File: config.mk
export PLATFORM = sky130hd
export DESIGN_NAME = eight_bit_adder
export DESIGN_NICKNAME = d
export VERILOG_FILES = /design/src/rtl/adder_pkg.sv /design/src/rtl/full_adder.sv /design/src/rtl/eight_bit_adder.sv
export SDC_FILE = /design/constraint.sdc
export NUM_CORES = 1
export LEC_CHECK = 0
export CORE_AREA = 4 4 41 43
export DETAILED_ROUTE_END_ITERATION = 12
export DIE_AREA = 0 0 45 47
export DONT_BUFFER_PORTS = 1
export PLACE_DENSITY = 0.41
export SETUP_SLACK_MARGIN = 0.2
export SYNTH_ARGS = -nofsm -noshare
export SYNTH_HDL_FRONTEND = slang
export SYNTH_HIERARCHICAL = 1
export SYNTH_SLANG_ARGS = --single-unit
File: constraint.sdc
create_clock -name clk -period 0.8 [get_ports clk]
set_input_delay 0.08 -clock clk [delete_from_list [all_inputs] [get_ports clk]]
set_output_delay 0.08 -clock clk [all_outputs]
set_load 0.02 [all_outputs]
File: src/rtl/adder_pkg.sv
// Shared constants for the registered 8-bit adder.
// Holds the datapath width and the output reset values.
package adder_pkg;

    localparam int ADD_W = 8;

    localparam logic [ADD_W-1:0] SUM_RST = 8'h00;
    localparam logic CARRY_RST = 1'b0;

endpackage

File: src/rtl/full_adder.sv
// One-bit full adder, the cell of the ripple chain.
// Purely combinational.
module full_adder (
    input  logic x,
    input  logic y,
    input  logic cin,
    output logic s,
    output logic cout
);

    logic p;

    assign p    = x ^ y;
    assign s    = p ^ cin;
    assign cout = (x & y) | (cin & p);

endmodule

File: src/rtl/eight_bit_adder.sv
// Registered 8-bit unsigned adder: ripple chain of full adders
// feeding a single output register stage with carry-out.
module eight_bit_adder
    import adder_pkg::*;
(
    input  logic             clk,
    input  logic             rst_n,
    input  logic [ADD_W-1:0] a,
    input  logic [ADD_W-1:0] b,
    output logic [ADD_W-1:0] sum,
    output logic             finalcarry
);

    logic [ADD_W:0]   c;
    logic [ADD_W-1:0] s;

    assign c[0] = 1'b0;

    for (genvar i = 0; i < ADD_W; i++) begin : g_rca
        full_adder u_fa (
            .x    (a[i]),
            .y    (b[i]),
            .cin  (c[i]),
            .s    (s[i]),
            .cout (c[i+1])
        );
    end

    // Capture the ripple result every edge; reset clears without a clock.
    always_ff @(posedge clk or negedge rst_n) begin
        if (!rst_n) begin
            sum        <= SUM_RST;
            finalcarry <= CARRY_RST;
        end else begin
            sum        <= s;
            finalcarry <= c[ADD_W];
        end
    end

endmodule

---- After elaboration in Yosys (flattened, before gate mapping) ----
Index checks and enable logic that the tools add are counted.
operators by class
  bitwise logic cells ..................... 37
operators by type and width
  kind           number
  $and A1 B1 Y1  15
  $xor A1 B1 Y1  15
  $or A1 B1 Y1   7
storage, ports and cells
  bits in registers ....................... 9
  output and inout bits ................... 9
  word-level logic and storage cells ...... 39

---- Longest topological paths before layout ----
  word-level depth ........................ 15
  mapped depth ............................ 8
  depth with buffers taken out ............ 8

---- By module ----
The synthesis kept the hierarchy.
by module, submodules not included
  module           times used  cells an instance  area each (µm²)  seq. area each (µm²)
  eight_bit_adder  1           10                 229.0            225.2
  full_adder       8           1                  20.0             0.0

---- Worst setup path after synthesis ----
OpenSTA, ideal clock, no wires.
  kind .................................... input to register
  from .................................... input port b[0]
  to ...................................... register sum[7]
  library setup time ...................... 136 ps
  arrival time ............................ 3,195 ps
  required time ........................... 664 ps
  slack ................................... -2,530 ps
  cell stages on the path ................. 8
  buffers on the path ..................... 0
  cells stage by stage .................... fa_1 > fa_1 > fa_1 > fa_1 > fa_1 > fa_1 > fa_1 > fa_1
on the way
  longest elaborated chain between the ends .. 14
ends and longest elaborated chain
  item                         RTL line               text
  start, declared              eight_bit_adder.sv:9   input logic [ADD_W-1:0] b,
  $and A1 B1 Y1 (2 in series)  full_adder.sv:15       assign cout = (x & y) | (cin & p);
  $or A1 B1 Y1                 full_adder.sv:15
  net c[2]                     eight_bit_adder.sv:14  logic [ADD_W:0] c;
  $and A1 B1 Y1                full_adder.sv:15
  $or A1 B1 Y1                 full_adder.sv:15
  net c[3]                     eight_bit_adder.sv:14
  $and A1 B1 Y1                full_adder.sv:15
  $or A1 B1 Y1                 full_adder.sv:15
  net c[4]                     eight_bit_adder.sv:14
  (+2 left out)                n/a
  net c[5]                     eight_bit_adder.sv:14
  $and A1 B1 Y1                full_adder.sv:15
  $or A1 B1 Y1                 full_adder.sv:15
  net c[6]                     eight_bit_adder.sv:14
  $and A1 B1 Y1                full_adder.sv:15
  $or A1 B1 Y1                 full_adder.sv:15
  net c[7]                     eight_bit_adder.sv:14
  $xor A1 B1 Y1                full_adder.sv:14       assign s = p ^ cin;
  net s[7]                     eight_bit_adder.sv:15  logic [ADD_W-1:0] s;
  end signal, assigned         eight_bit_adder.sv:35  sum <= s;
  end, declared                eight_bit_adder.sv:10  output logic [ADD_W-1:0] sum,
The timed path passes the listed nets, and every way through them passes these cells.

---- Worst setup path after layout ----
Ends and elaborated chain as after synthesis.

==> impl_metrics.env <==
export IMPL_violations="negative hold slack, negative setup slack"
export IMPL_cts_path_max_buffers=2
export IMPL_yosys_warnings=6
export IMPL_hold_slack_ns=-0.179
export IMPL_cp_max_fo=1
export IMPL_via_count=157
export IMPL_cts_hold_buf=1
export IMPL_cts_buffers_inserted=3
export IMPL_die_area_um2=2120
export IMPL_wirelength_um=602
export IMPL_netlist_instances=18
export IMPL_cp_arrival_ns=3.00
export IMPL_synth_nets=44
export IMPL_hold_violations=11
export IMPL_grt_pass1_vias=215
export IMPL_ys_seq_area_share_pct=57.9
export IMPL_drive_above_1_share_pct=60.9
export IMPL_tritoncts="yes"
export IMPL_initial_core_util_pct=29.9
export IMPL_ys_seq_elements=9
export IMPL_p_total_uw=1120
export IMPL_outcome="complete, but fails checks"
export IMPL_drt_vias_per_instance=4.13
export IMPL_maxCapViolCount=0
export IMPL_grt_first_pass_wirelength_um=903
export IMPL_core_um2=1300
export IMPL_critPathSlowestCell="fa_1"
export IMPL_clk_pin_slew_ns=0.06
export IMPL_areaGrowthSynthToFinish_pct=20.6
export IMPL_htreeDepth=1
export IMPL_post_drt_wl_per_cell_um=15.8
export IMPL_setup_slack_ns=-2.08
export IMPL_min_path_type="in -> async"
export IMPL_num_io_pins=27
export IMPL_diodes=0
export IMPL_die_y_um=47
export IMPL_finalNetCount=50
export IMPL_antenna_found_initial=0
export IMPL_grt_overflow_total=0
export IMPL_final_period_utilization_pct=359
export IMPL_cts_root_buf="clkbuf_4"
export IMPL_slew_viol_final=0
export IMPL_globalplace_congestion=0.554
export IMPL_worstPathRequired_ns=0.92
export IMPL_rsz0062_at_grt="true"
export IMPL_powerDensity_nw_per_um2=2380
export IMPL_first_pass_iters=1
export IMPL_ant_nets=0
export IMPL_endpoint_kind="flip-flop"
export IMPL_ir_drop_mv=0.674
export IMPL_min_period_ns=2.88
export IMPL_io_buffers=0
export IMPL_clock_sinks=9
export IMPL_netlist_area_um2=389
export IMPL_cp_slowest_stage_delay_ns=0.43
export IMPL_drc=0
export IMPL_syn_avg_cell_area_um2=21.6
export IMPL_drt_iter0_markers=0
export IMPL_synth_distinct_cells=3
export IMPL_setup_violations=8
export IMPL_grt_usage_pct=6.45
export IMPL_timing_fmax_mhz=348
export IMPL_die_w_um=45
export IMPL_place_ws_ns=-2.35
export IMPL_fill_cells=134
export IMPL_cts_setup_buffers=0
export IMPL_grt_start_max_net_pins=10
export IMPL_cp_common_cell="fa_2"
export IMPL_startpoint_type="input port"
export IMPL_p_leak_uw=0.000185
export IMPL_critPathKind="in -> reg"
export IMPL_path_cells="fa_2 > fa_2 > fa_2 > fa_2 > fa_2 > fa_2 > fa_2 > fa_1"
export IMPL_fp_row_count=13
[synthesized netlist by cell type, drive strengths merged]
cell type | n | area (um^2)
conb | 1 | 3.75
dfrtp | 9 | 225
fa | 8 | 160
[cell usage in the layout (no fill, tap or decap)]
master	synthesis	routed
fa_1	8	1
conb_1	1	1
fa_2	0	7
dfrtp_1	9	5
clkbuf_4	0	3
dlymetal6s4s_1	0	1
clkbuf_1	0	1
dfrtp_2	0	4
[state kept, by name (all words and copies together) (netlist names)]
| register | count |
|---|---|
| sum | 8 |
| finalcarry | 1 |
[layout make-up]
cell class | count | area [um^2] | share of cell area [%]
well taps | 15 | 18.8 | 4.00
repair buffers | 1 | 12.5 | 2.67
flip-flops and latches | 9 | 230 | 49.1
multi-input cells | 9 | 181 | 38.7
clock buffers | 4 | 26.3 | 5.60
[metal layers]
| metal | up-vias | wire, um | track usage (%) |
|---|---|---|---|
| met5 | - | 0 | 0 |
| met4 | 0 | 0 | 3.51 |
| met3 | 0 | 66 | 3.83 |
| met2 | 13 | 333 | 9.60 |
| met1 | 83 | 202 | 7.25 |
| li1 | 61 | - | - |
[power breakdown]
part	total [uW]	leakage [uW]	internal [uW]	switching, uW
sequential	685	0.000101	545	140
clock	335	0.0000150	191	143
combinational	98.8	0.0000689	51.9	46.9
[worst max-delay path: cells and delay by family]
kind                       cells  cell delay, ns
adders and majority gates      8            2.92
[kinds of logic after synthesis]
logic type / after synthesis / share of synthesized area [%]
flops: 9 / 57.9
fa+ha+maj: 8 / 41.2
other cells: 1 / 0.964
[how the worst max path moves through the flow]
| stage | endpoint | from |
|---|---|---|
| after floorplan | sum[7] | b[0] |
| after global placement | sum[7] | b[0] |
| after detailed placement | sum[7] | b[0] |
| after CTS | sum[7] | b[0] |
| after global routing | sum[7] | b[0] |
| final | sum[7] | b[0] |
[what timing repair did]
| action | in CTS | in global routing |
|---|---|---|
| endpoints found under the setup margin | 17 | 20 |
| resized for setup | 3 | 2 |
| hold endpoints to repair | 11 | 11 |
[per-stage QoR]
stage | hold WS, ns | cells | util, % | instance area [um^2] | TNS (ns)
6_report | -0.179 | 38 | 36.1 | 469 | -9.35
5_1_grt | -0.150 | 38 | 36.1 | 469 | -9.71
4_1_cts | -0.0109 | 38 | 35.8 | 465 | -9.36
3_5_place_dp | -0.215 | 33 | 32.7 | 425 | -11.49
3_3_place_gp | -0.215 | 33 | 32.7 | 425 | -11.34
2_1_floorplan | -0.216 | 18 | - | 407 | -11.06
Note: power is estimated with default switching activity, not from simulation.
